## config.mk

```make
export PLATFORM = sky130hd
export DESIGN_NAME = uart_cmd_slave
export DESIGN_NICKNAME = d
export VERILOG_FILES = /design/src/rtl/uart_cmd_slave.sv
export SDC_FILE = /design/constraint.sdc
export NUM_CORES = 1
export LEC_CHECK = 0
export CORE_UTILIZATION = 40
export CTS_CLUSTER_SIZE = 40
export DETAILED_ROUTE_END_ITERATION = 10
export GPL_TIMING_DRIVEN = 0
export RECOVER_POWER = 25
export SLEW_MARGIN = 40
export SYNTH_ARGS = -nofsm -noshare
export SYNTH_HDL_FRONTEND = slang
export SYNTH_SLANG_ARGS = --single-unit
export TNS_END_PERCENT = 5
```

## constraint.sdc

```tcl
create_clock -name clk -period 2.5 [get_ports clk]
set_input_delay 0.375 -clock clk [delete_from_list [all_inputs] [get_ports clk]]
set_output_delay 0.375 -clock clk [all_outputs]
set_load 0.02 [all_outputs]
```

## src/rtl/uart_cmd_slave.sv

```systemverilog
`timescale 1ns/1ps
`default_nettype none
// ============================================================================
// Module  : uart_cmd_slave
// Brief   : Host-link UART; assembles 3-byte commands, sends 1-byte responses.
// Revision: 1.0
// ============================================================================
module uart_cmd_slave #(
  parameter int BAUD_DIV = 2604,
  parameter int GAP_BITS = 20
) (
  input  logic        clk,
  input  logic        rst_n,
  input  logic        RX,
  output logic        TX,
  output logic [23:0] cmd,
  output logic        cmd_rdy,
  input  logic        clr_cmd_rdy,
  input  logic [7:0]  resp,
  input  logic        send_resp,
  output logic        tx_busy,
  output logic        resp_sent,
  output logic        frm_err
);

  localparam int              c_GAP_CYC   = GAP_BITS * BAUD_DIV;
  localparam int              c_GAP_W     = $clog2(c_GAP_CYC + 1);
  localparam logic [11:0]     c_BAUD_FULL = 12'(BAUD_DIV - 1);
  localparam logic [11:0]     c_BAUD_HALF = 12'(BAUD_DIV / 2);
  localparam logic [c_GAP_W-1:0] c_GAP_LAST = c_GAP_W'(c_GAP_CYC - 1);

  localparam logic [1:0] c_ST_IDLE  = 2'd0;
  localparam logic [1:0] c_ST_START = 2'd1;
  localparam logic [1:0] c_ST_DATA  = 2'd2;
  localparam logic [1:0] c_ST_STOP  = 2'd3;

  logic               r_rx_s1, r_rx_s2, r_rx_prev;
  logic [1:0]         r_rx_state;
  logic [11:0]        r_rx_baud;
  logic [2:0]         r_rx_bit;
  logic [7:0]         r_rx_shift;
  logic [1:0]         r_byte_cnt;
  logic [23:8]        r_cmd_hold;
  logic [c_GAP_W-1:0] r_gap_cnt;

  logic [1:0]         r_tx_state;
  logic [11:0]        r_tx_baud;
  logic [2:0]         r_tx_bit;
  logic [7:0]         r_tx_shift;

  logic w_rx_fall, w_start_det, w_stop_tick, w_byte_ok, w_cmd_set, w_cmd_clr;

  always_ff @(posedge clk) begin
    if (!rst_n) begin
      r_rx_s1   <= 1'b1;
      r_rx_s2   <= 1'b1;
      r_rx_prev <= 1'b1;
    end else begin
      r_rx_s1   <= RX;
      r_rx_s2   <= r_rx_s1;
      r_rx_prev <= r_rx_s2;
    end
  end

  assign w_rx_fall   = r_rx_prev & ~r_rx_s2;
  assign w_start_det = (r_rx_state == c_ST_IDLE) && w_rx_fall;
  assign w_stop_tick = (r_rx_state == c_ST_STOP) && (r_rx_baud == 12'd0);
  assign w_byte_ok   = w_stop_tick && r_rx_s2;
  assign w_cmd_set   = w_byte_ok && (r_byte_cnt == 2'd2);
  assign w_cmd_clr   = clr_cmd_rdy || (w_start_det && (r_byte_cnt == 2'd0));

  always_ff @(posedge clk) begin
    if (!rst_n) begin
      r_rx_state <= c_ST_IDLE;
      r_rx_baud  <= 12'd0;
      r_rx_bit   <= 3'd0;
      r_rx_shift <= 8'd0;
      r_byte_cnt <= 2'd0;
      r_cmd_hold <= 16'd0;
      r_gap_cnt  <= '0;
      cmd        <= 24'd0;
      frm_err    <= 1'b0;
    end else begin
      frm_err <= 1'b0;
      case (r_rx_state)
        c_ST_IDLE: begin
          if (w_rx_fall) begin
            r_rx_state <= c_ST_START;
            r_rx_baud  <= c_BAUD_HALF;
            r_gap_cnt  <= '0;
          end else if (r_byte_cnt != 2'd0) begin
            // Partial command abandoned by the host: drop it.
            if (r_gap_cnt == c_GAP_LAST) begin
              r_byte_cnt <= 2'd0;
              r_gap_cnt  <= '0;
              frm_err    <= 1'b1;
            end else begin
              r_gap_cnt <= r_gap_cnt + 1'b1;
            end
          end
        end
        c_ST_START: begin
          if (r_rx_baud != 12'd0) begin
            r_rx_baud <= r_rx_baud - 12'd1;
          end else if (r_rx_s2) begin
            r_rx_state <= c_ST_IDLE;
          end else begin
            r_rx_state <= c_ST_DATA;
            r_rx_baud  <= c_BAUD_FULL;
            r_rx_bit   <= 3'd0;
          end
        end
        c_ST_DATA: begin
          if (r_rx_baud != 12'd0) begin
            r_rx_baud <= r_rx_baud - 12'd1;
          end else begin
            r_rx_shift <= {r_rx_s2, r_rx_shift[7:1]};
            r_rx_baud  <= c_BAUD_FULL;
            if (r_rx_bit == 3'd7) r_rx_state <= c_ST_STOP;
            else                  r_rx_bit   <= r_rx_bit + 3'd1;
          end
        end
        default: begin
          if (r_rx_baud != 12'd0) begin
            r_rx_baud <= r_rx_baud - 12'd1;
          end else begin
            r_rx_state <= c_ST_IDLE;
            if (!r_rx_s2) begin
              frm_err    <= 1'b1;
              r_byte_cnt <= 2'd0;
            end else begin
              case (r_byte_cnt)
                2'd0:    begin r_cmd_hold[23:16] <= r_rx_shift; r_byte_cnt <= 2'd1; end
                2'd1:    begin r_cmd_hold[15:8]  <= r_rx_shift; r_byte_cnt <= 2'd2; end
                default: begin cmd <= {r_cmd_hold[23:8], r_rx_shift}; r_byte_cnt <= 2'd0; end
              endcase
            end
          end
        end
      endcase
    end
  end

  always_ff @(posedge clk) begin
    if (!rst_n)         cmd_rdy <= 1'b0;
    else if (w_cmd_set) cmd_rdy <= 1'b1;
    else if (w_cmd_clr) cmd_rdy <= 1'b0;
  end

  always_ff @(posedge clk) begin
    if (!rst_n) begin
      r_tx_state <= c_ST_IDLE;
      r_tx_baud  <= 12'd0;
      r_tx_bit   <= 3'd0;
      r_tx_shift <= 8'd0;
      TX         <= 1'b1;
      tx_busy    <= 1'b0;
      resp_sent  <= 1'b0;
    end else begin
      resp_sent <= 1'b0;
      case (r_tx_state)
        c_ST_IDLE: begin
          if (send_resp) begin
            r_tx_shift <= resp;
            r_tx_baud  <= c_BAUD_FULL;
            r_tx_state <= c_ST_START;
            tx_busy    <= 1'b1;
            TX         <= 1'b0;
          end
        end
        c_ST_START: begin
          if (r_tx_baud != 12'd0) begin
            r_tx_baud <= r_tx_baud - 12'd1;
          end else begin
            r_tx_state <= c_ST_DATA;
            r_tx_baud  <= c_BAUD_FULL;
            r_tx_bit   <= 3'd0;
            TX         <= r_tx_shift[0];
          end
        end
        c_ST_DATA: begin
          if (r_tx_baud != 12'd0) begin
            r_tx_baud <= r_tx_baud - 12'd1;
          end else begin
            r_tx_baud  <= c_BAUD_FULL;
            r_tx_shift <= {1'b0, r_tx_shift[7:1]};
            if (r_tx_bit == 3'd7) begin
              r_tx_state <= c_ST_STOP;
              TX         <= 1'b1;
            end else begin
              r_tx_bit <= r_tx_bit + 3'd1;
              TX       <= r_tx_shift[1];
            end
          end
        end
        default: begin
          if (r_tx_baud != 12'd0) begin
            r_tx_baud <= r_tx_baud - 12'd1;
          end else begin
            r_tx_state <= c_ST_IDLE;
            tx_busy    <= 1'b0;
            resp_sent  <= 1'b1;
          end
        end
      endcase
    end
  end

endmodule
`default_nettype wire

```

# Word level (Yosys, flattened, before mapping)
# Cells that the tools add are included.
# totals
input_bits	13
out_inout_bits	29
word_cells	164
register_bits	116
# op_classes
n_addsub	5
bitwise_logic	8
eq_ne	27
n_reduce_logical	41
muxes	62
# ops
cell	n
2-to-1 mux 12 bit	8
2-to-1 mux 16 bit	3
one-hot mux 12 bit (3 select lines)	1
2-to-1 mux 2 bit	16
!= test 2 bit, second input constant	13
one-hot mux 12 bit (2 select lines)	1
nonzero test 12 bit	2
subtractor 12 x 1 -> 12 bit, second input constant	2
2-to-1 mux 3 bit	7
AND reduction 4 bit	5
AND reduction 5 bit	4
adder 16 x 1 -> 16 bit, second input constant	1
== test 16 bit, second input constant	1
2-to-1 mux 8 bit	2
one-hot mux 8 bit (2 select lines)	1
2-to-1 mux 1 bit	14
logical NOT 12 bit	1
one-hot mux 2 bit (3 select lines)	2
one-hot mux 3 bit (2 select lines)	2
nonzero test 2 bit	6
AND reduction 3 bit	3
== test 2 bit, second input constant	4
one-hot mux 2 bit (2 select lines)	2
inverter 1 bit	7
17 further kinds	35

# Longest topological paths before layout
# Gate-level depths: netlist of the first run.
# depth
word_depth	7
mapped_depth	9
depth_no_buf	7

# Worst setup path before layout of the first run
# OpenSTA, ideal clock, no wires.
# synth_timing
path_type	register to register
start	reg r_rx_state[1]
end	reg r_gap_cnt[3]
arrival_time_ps	1989
setup_slack_ps	441
stages_incl_launch_ff	9
setup_time_ps	71
period_less_slack_ps	2059
path_buffers	1
t_required_ps	2429
path_cell_list	dfxtp_1 -> inv_1 -> ha_1 -> inv_2 -> or3_4 -> or2_1 -> buf_6 -> or3_1 -> a21oi_1
# synth_between
elab_chain_len	2
# synth_lines
element	line	rtl
start: declaration	38	logic [1:0] r_rx_state;
start signal: assignment	74	r_rx_state <= c_ST_IDLE;
start signal: assignment	88	r_rx_state <= c_ST_START;
start signal: assignment	106	r_rx_state <= c_ST_IDLE;
logical NOT 2 bit	85	case (r_rx_state)
AND reduction 2 bit (no source line)	n/a	
end signal: assignment	98	r_gap_cnt <= r_gap_cnt + 1'b1;
end: declaration	44	logic [c_GAP_W-1:0] r_gap_cnt;
# Every way passes these cells.
# A chain may end at the register's enable or synchronous reset.

# Worst setup path in the final report of the first run
# Ends and elaborated chain as after synthesis.

==> results.md, run 1 <==
| Quantity | This run | Unit |
| --- | --- | --- |
| Num Clock Sinks | 116 | - |
| Master of the slowest instance on the critical path | sky130_fd_sc_hd__or3_4 | - |
| Worst EP arrival | 2.68 | ns |
| Slew Viols, Final | 0 | - |
| Number of synthesized flops with an enable pin | 0 | - |
| Fraction of the mapped netlist area in simple logic gates | 25.9 | % |
| Average wire per cell in the routed design | 15.5 | um |
| Worst-case reg-to-reg path depth | 8 | - |
| Number of diodes added for antenna fixing | 0 | - |
| Initial antenna violation count | 0 | - |
| Overall via count from detail_route | 4942 | - |
| Fmax | 430 | MHz |
| Via count of the first global-routing pass | 4685 | - |
| Htree depth | 4 | - |
| Clock tree from TritonCTS | yes | - |
| Worst setup SP type | flip-flop | - |
| Highest metal used | met4 | - |
| Pre-Repair DR Iteration Count | 8 | - |
| Worst Path Required | 2.85 | ns |
| Post-route DRC violation count | 2 | - |
| Wire length on met2 | 6530 | um |
| Clk pin slew, worst setup/hold paths | 0.06 | ns |
| Slew at the pin with the worst max-slew slack | 0.854 | ns |
| Number of distinct standard cells referenced by the synthesized netlist | 73 | - |
| Worst Path Max Fanout | 8 | - |
| Total die area | 14600 | sq um |
| Post-synthesis adder-cell area fraction | 3.97 | % |
| Setup repair after global routing missed its margin | false | - |
| Leading register cell type out of synthesis | sky130_fd_sc_hd__dfxtp_1 | - |
| Synth top area cells | sky130_fd_sc_hd__dfxtp_1 41%, sky130_fd_sc_hd__mux2i_1 9.7%, sky130_fd_sc_hd__nor2_1 6.4%, sky130_fd_sc_hd__ha_1 4.0%, sky130_fd_sc_hd__nand2_1 3.2% | - |
| Vias/cell | 5.52 | - |
| # fillers | 1323 | - |
| Worst Hold Path Cells | 1 | - |
| Library cell occupying the most area in the post-synthesis netlist | sky130_fd_sc_hd__dfxtp_1 | - |
| Maximum number of buffers from clock root to sink | 2 | - |
| Ratio of cells with drive above 1 in the final layout | 10.2 | % |
| Total congestion overflow | 0 | - |
| Std-Cell Core Area | 13800 | sq um |
| Wire length of the first global-routing pass | 23000 | um |
| Inst Count DP | 864 | - |
| Count of endpoints failing setup in the final report | 0 | - |
| Area growth from synthesis to layout | 21.6 | % |
| Chip Height | 121 | um |
| Maximum number of pins on one net before global-route repair | 17 | - |
| Compound-gate portion of the synthesized area | 14.6 | % |
| Final Critical Period | 2.33 | ns |
| Routability cong. | 0.846 | - |
| Critical setup path kind | flip-flop to flip-flop | - |
| Non-Filler Cell Area, Final | 6890 | sq um |
| CP max stage delay | 0.44 | ns |
| Placed wire-length estimate after detailed placement | 9720 | um |
| Xor/xnor cell area share of the yosys netlist | 1.24 | % |
| Worst Clk Skew | 0.00851 | ns |
| Largest family of logic cells by synthesized area | simple AND/OR/NAND/NOR gates | - |
| Total routing usage reported by global routing | 20.0 | % |
| Proportion of register bits with asynchronous set or reset after synthesis | 0 | % |
| Count of mapped cells out of synthesis | 643 | - |
| Post-synthesis sequential area ratio | 41.0 | % |
| Post-Route WL | 13800 | um |
| Num CTS Buffers | 17 | - |
| Master cell of the clock root buffer | sky130_fd_sc_hd__clkbuf_16 | - |
| Worst Hold Class | flip-flop to flip-flop | - |
| Mux share of post-synthesis cell area | 9.71 | % |
| Post-CTS Setup Bufs | 0 | - |
| Power per Cell Area | 1010 | nW/um^2 |
| Synthesis warning total | 0 | - |
| Fraction of synthesized cell area taken by the top area cell type | 41.0 | % |
| Met3 routed WL | 674 | um |
| Count of buffers inserted at the top-level ports | 41 | - |
| Setup Total Neg Slack | 0 | ns |
| Failing checks | DRC | - |
| I/O pin count | 42 | - |
| Relative slew slack | 43.0 | % |
| Antenna Violating Nets Remaining | 0 | - |
| Number of violations reported at the end of detailed-routing iteration 0 | 287 | - |
| Width of the chip | 121 | um |
| Worst-skew pair later-pin latency | 0.43 | ns |
| Final hold viol count | 0 | - |
| List of cells traversed by the critical path | inv_1 > ha_1 > inv_2 > or3_4 > or2_1 > buf_6 > or3_1 > a21oi_1 | - |
| Worst-case vdd ir drop | 0.000680 | V |
| Area of the mapped netlist | 5670 | sq um |
| Status | complete, but fails checks | - |
| Number of core rows | 43 | - |
| Total placed instance area | 6300 | sq um |
| Non-filler cells in the finished layout | 895 | - |
| Max-cap violations | 0 | - |
| Sort of element at the end of the critical path | flip-flop | - |
| Effective utilization at floorplan | 41.0 | % |
| Syn nets | 674 | - |
| Worst setup slack for register-to-register paths | 0.17 | ns |
| Synth Register Bits | 116 | - |
| Leakage power of the design | 2.90 | nW |
| Mapped Avg Cell Area | 8.81 | sq um |
| Routed metal-1 wirelength | 6410 | um |
| Share of the clock period used by the worst path after layout | 93.1 | % |
| # nets final | 734 | - |
## per-stage QoR
| step | hold WS, ns | setup slack (ns) | util [%] | total power [mW] |
|---|---|---|---|---|
| 6_report | 0.407 | 0.174 | 49.9 | 6.94 |
| 5_1_grt | 0.423 | 0.00393 | 49.9 | 7.35 |
| 4_1_cts | 0.411 | 0.129 | 49.7 | 6.93 |
| 3_5_place_dp | 0.393 | -0.0149 | 45.6 | 4.61 |
| 3_3_place_gp | 0.400 | -0.0487 | 45.6 | 4.55 |
| 2_1_floorplan | 0.386 | 0.441 | - | 4.07 |
## registers in the layout (all words and copies together) (netlist names), 2 cells and up
register    flops
r_rx_bit        3
r_tx_bit        3
r_gap_cnt      16
r_rx_shift      8
r_byte_cnt      2
cmd            24
r_tx_baud      12
r_tx_shift      8
r_tx_state      2
r_rx_state      2
r_rx_baud      12
r_cmd_hold     16
## repair_timing
action,in CTS,in global routing
hold buffers,0,0
endpoints found under the setup margin,0,35
gates resized for setup,0,7
## cells by family (layout without fill, tap and decap cells)
kind of cell	count (synthesis)	count (layout)
AOI/OAI and AO/OA	119	119
xor gates and xnor gates	8	8
adders and majority gates	18	18
buffers and inverters	48	120
DFF	116	116
muxes	55	55
and+or+nand+nor	279	279
## report_power, final
part / switching [mW] / internal (mW)
Combinational: 1.42 / 0.909
Sequential: 0.230 / 2.07
Clock: 0.914 / 1.39
Total: 2.57 / 4.38
## cell usage after synthesis (14+ instances only)
cell type                  count
sky130_fd_sc_hd__dfxtp_1     116
sky130_fd_sc_hd__nor2_1       96
sky130_fd_sc_hd__mux2i_1      55
sky130_fd_sc_hd__nand2_1      49
sky130_fd_sc_hd__a21oi_1      34
sky130_fd_sc_hd__nand3_1      27
sky130_fd_sc_hd__clkbuf_1     22
sky130_fd_sc_hd__o21ai_0      22
sky130_fd_sc_hd__ha_1         18
sky130_fd_sc_hd__nor3_1       16
sky130_fd_sc_hd__inv_1        14
## worst max-delay path: cells and delay by family (launching register included)
kind | cells | cell delay (ns)
buf+inv | 3 | 0.39
simple gates | 3 | 1.03
fa+ha+maj | 1 | 0.35
flops | 1 | 0.35
compound gates | 1 | 0.14
## path summary, 6_finish.rpt
| path | from | end |
|---|---|---|
| worst max register to register | r_rx_state[1] | r_gap_cnt[3] |
| worst min-delay path | r_rx_s1 | r_rx_s2 |
| worst min register to register | r_rx_s1 | r_rx_s2 |
| worst max-delay path | r_rx_state[1] | r_gap_cnt[3] |
## metal layers
layer / up-vias / GRT usage [%]
li1: 2463 / -
met1: 2342 / 25.4
met2: 119 / 32.8
met3: 18 / 4.56
met4: 0 / 7.87
met5: - / 0
## cells in the final DEF (no fill, tap or decap), drive strengths merged, types with 10 or more instances in the layout
| master | instances |
|---|---|
| nand3 | 28 |
| clkbuf | 40 |
| mux2i | 55 |
| a211oi | 11 |
| or3 | 12 |
| ha | 18 |
| dlygate4sd3 | 30 |
| dfxtp | 116 |
| nand4 | 13 |
| nand2b | 10 |
| nand2 | 49 |
| buf | 10 |
| o21ai | 23 |
| a21oi | 34 |
| nor3 | 16 |
| clkdlybuf4s50 | 11 |
| inv | 19 |
| nor2 | 97 |
## area by class of cell
class / instances / area, sq um / share of cell area (%)
plain buffers: 32 / 145 / 2.11
clock buffers: 18 / 439 / 6.37
clock inverters: 13 / 124 / 1.80
inverters: 16 / 60.1 / 0.871
multi-input cells: 479 / 3170 / 45.9
flip-flops and latches: 116 / 2320 / 33.7
well taps: 180 / 225 / 3.27
repair buffers: 41 / 410 / 5.95
Note: power is estimated with default switching activity, not from simulation.
==> run 2, diff against run 1 <==
CTS_CLUSTER_SIZE = not set   (was 40)
PLACE_DENSITY = 0.68   (was not set)
RECOVER_POWER = not set   (was 25)
==> run 2 against run 1 <==
Largest power group is now the clock network. Die area unchanged. The run now ends clean. Count of clock-buffer cells in the layout unchanged. Register-to-register slack is essentially flat. Wire length rose by 0.35%. Fmax decreased by 0.23%. Sequential power barely moved.
==> results.md, run 2 (synthesized netlist as in run 1, its figures left out) <==
| Quantity | This run | Unit | vs previous |
| --- | --- | --- | --- |
| Status | finished, final reports clean | - |  |
| Average wire per cell in the routed design | 15.5 | um | +0.35% |
| Clock tree from TritonCTS | yes | - |  |
| Number of violations reported at the end of detailed-routing iteration 0 | 342 | - | +19% |
| Total routing usage reported by global routing | 20.2 | % | +0.16 points |
| Number of core rows | 43 | - | unchanged |
| Reg-to-reg critical path endpoint | r_gap_cnt[3] | - |  |
| Most common cell after layout, fill and taps aside | sky130_fd_sc_hd__dfxtp_1 | - |  |
| Master cell of the clock root buffer | sky130_fd_sc_hd__clkbuf_16 | - |  |
| Commonest non-fill, non-tap cells in the layout | 116 x sky130_fd_sc_hd__dfxtp_1, 96 x sky130_fd_sc_hd__nor2_1, 55 x sky130_fd_sc_hd__mux2i_1, 48 x sky130_fd_sc_hd__nand2_1, 41 x sky130_fd_sc_hd__clkdlybuf4s50_1 | - |  |
| Width of the chip | 121 | um | unchanged |
| Sort of element at the end of the critical path | flip-flop | - |  |
| Routability cong. | 0.878 | - | +3.8% |
| Share of the clock period used by the worst path after layout | 93.3 | % | +0.21 points |
| Post-Route Utilization | 50.0 | % | +0.19 points |
| Critical setup path kind | flip-flop to flip-flop | - |  |
| Worst Path Required | 2.84 | ns | about the same |
| Post-route DRC violation count | 0 | - | -2 |
| Fmax | 429 | MHz | -0.23% |
| Worst Hold Class | flip-flop to flip-flop | - |  |
| Overall via count from detail_route | 5075 | - | +2.7% |
| Clk pin slew, worst setup/hold paths | 0.06 | ns | about the same |
| Count of buffers inserted at the top-level ports | 41 | - | unchanged |
| Launch point of the worst path | r_rx_state[1] | - |  |
| Std-Cell Core Area | 13800 | sq um | unchanged |
| Switching power summed over all nets | 2.59 | mW | +0.81% |
| Number of diodes added for antenna fixing | 0 | - | unchanged |
| Total placed instance area | 6300 | sq um | unchanged |
| Pint | 4.48 | mW | +2.5% |
| Worst EP arrival | 2.67 | ns | about the same |
| Ratio of cells with drive above 1 in the final layout | 9.93 | % | -0.28 points |
| Max-cap violations | 0 | - | unchanged |
| Flop pwr share | 32.6 | % | -0.6 points |
| Most flop-heavy register | cmd | - |  |
| Slew Viols, Final | 0 | - | unchanged |
| Count of endpoints failing setup in the final report | 0 | - | unchanged |
| Vias/cell | 5.67 | - | +2.7% |
| Final Critical Period | 2.33 | ns | +0.00534 ns |
| Worst slack after detailed placement | 0.0481 | ns | +0.0630 ns |
| Number of hold buffers added after CTS | 0 | - | unchanged |
| CP max stage delay | 0.44 | ns | about the same |
| Master of the slowest instance on the critical path | sky130_fd_sc_hd__or3_4 | - |  |
| Largest regs | cmd x24, r_cmd_hold x16, r_gap_cnt x16 | - |  |
| Proportion of total power due to net switching | 36.6 | % | -0.38 points |
| Worst-case reg-to-reg path depth | 8 | - | unchanged |
| Effective utilization at floorplan | 41.0 | % | unchanged |
| Via count of the first global-routing pass | 4875 | - | +4.1% |
| Final hold viol count | 0 | - | unchanged |
| Num Clock Sinks | 116 | - | unchanged |
| Startpoint of the lowest-slack hold path | r_rx_s1 | - |  |
| Slew at the pin with the worst max-slew slack | 0.796 | ns | -0.0587 ns |
| Initial antenna violation count | 0 | - | unchanged |
| Area growth from synthesis to layout | 22.1 | % |  |
| Worst-skew pair later-pin latency | 0.42 | ns | about the same |
| Setup repair after global routing missed its margin | false | - |  |
| Antenna Violating Nets Remaining | 0 | - | unchanged |
| Worst Path Max Fanout | 8 | - | unchanged |
| Htree depth | 4 | - | unchanged |
| Max FFs per register | 24 | - | unchanged |
| Pre-Repair DR Iteration Count | 5 | - | -3 |
| I/O pin count | 42 | - | unchanged |
| Portion of total power attributed to the clock network | 34.0 | % | +0.7 points |
| Maximum number of buffers from clock root to sink | 2 | - | unchanged |
| Worst-case vdd ir drop | 0.000611 | V | -10% |
| Chip Height | 121 | um | unchanged |
| Power share of the combinational group | 33.4 | % | -0.2 points |
| Non-Filler Cell Area, Final | 6920 | sq um | +0.38% |
| Power per Cell Area | 1020 | nW/um^2 | +1.5% |
| Post-Route WL | 13900 | um | +0.35% |
| Final worst-path setup slack | 0.168 | ns | -0.00534 ns |
| Launch instance of the worst register-to-register path | r_rx_state[1] | - |  |
| List of cells traversed by the critical path | inv_1 > ha_1 > inv_2 > or3_4 > or2_1 > buf_6 > or3_1 > a21oi_1 | - |  |
| Num CTS Buffers | 17 | - | unchanged |
| Worst Hold Path Cells | 1 | - | unchanged |
| Worst setup SP type | flip-flop | - |  |
| Worst setup slack for register-to-register paths | 0.17 | ns | about the same |
| Leakage power of the design | 2.82 | nW | -3.0% |
| Total congestion overflow | 0 | - | unchanged |
| Relative slew slack | 46.5 | % | +3.5 points |
| Setup Total Neg Slack | 0 | ns | unchanged |
| Maximum number of pins on one net before global-route repair | 17 | - | unchanged |
| Hold-critical path endpoint | r_rx_s2 | - |  |
| # nets final | 734 | - | unchanged |
| Total die area | 14600 | sq um | unchanged |
| Worst Clk Skew | 0.00976 | ns | +0.00125 ns |
| Wire length of the first global-routing pass | 23300 | um | +1.4% |
| Placed wire-length estimate after detailed placement | 9660 | um | -0.63% |
run 2: changes by cell type in the layout (fill, tap and decap cells not counted), sizes merged:
cell and change:
bufinv +1, clkbuf +1, clkinv +1, dlygate4sd3 -30, inv -2, clkdlybuf4s50 +30, buf -1
run 2: final cells by class:
class,count,area (sq um)
sequential,116,2320
buffer,32,149
clock buffer,18,439
multi-input combinational,479,3160
inverter,16,60.1
fill,1289,6910
timing repair buffer,41,410
clock inverter,13,153
tap,180,225
run 2: power by group through the flow:
stage | clock (mW) | combinational (mW) | sequential [mW]
2_1_floorplan | 0 | 1.77 | 2.30
3_3_place_gp | 0 | 2.20 | 2.32
3_5_place_dp | 0 | 2.28 | 2.33
4_1_cts | 2.45 | 2.31 | 2.30
5_1_grt | 2.54 | 2.61 | 2.34
6_report | 2.40 | 2.36 | 2.30
run 2: metrics by stage:
stage / hold slack, ns / std cells / power, mW
3_5_place_dp: 0.399 / 864 / 4.61
5_1_grt: 0.460 / 895 / 7.49
6_report: 0.423 / 895 / 7.07
3_3_place_gp: 0.400 / 864 / 4.51
2_1_floorplan: 0.386 / 643 / 4.07
4_1_cts: 0.422 / 895 / 7.05
run 2: how the worst max path moves through the flow:
stage | depth (start not counted) | to | slack, ns
global route | 8 | r_rx_baud[1] | 0.0008
global placement | 5 | frm_err | 0.07
CTS | 8 | r_rx_baud[4] | 0.11
detailed placement | 5 | frm_err | 0.05
floorplan | 8 | r_gap_cnt[3] | 0.44
finish | 8 | r_gap_cnt[3] | 0.17
run 2: repair_timing:
| item | CTS | global route |
|---|---|---|
| gates resized for setup | 0 | 7 |
| endpoints found under the setup margin | 0 | 43 |
| setup buffers | 0 | 0 |
run 2: worst max-delay path, delay by kind of cell (launching register included):
family                     cells  cell delay (ns)
DFF                            1             0.34
adders and majority gates      1             0.34
buffers and inverters          3             0.38
AOI/OAI and AO/OA              1             0.15
and+or+nand+nor                3             1.05
run 2: per-layer routing:
| metal | global-route usage (%) | wire, um |
|---|---|---|
| met2 | 32.6 | 6650 |
| met1 | 24.6 | 6050 |
| met4 | 10.6 | 334 |
| met3 | 5.12 | 853 |
| met5 | 0 | 0 |
==> run 3, diff against run 2 <==
SLEW_MARGIN = 20   (was 40)
==> results of run 3 <==
Final layout, timing and power as in run 2 (identical DEF).
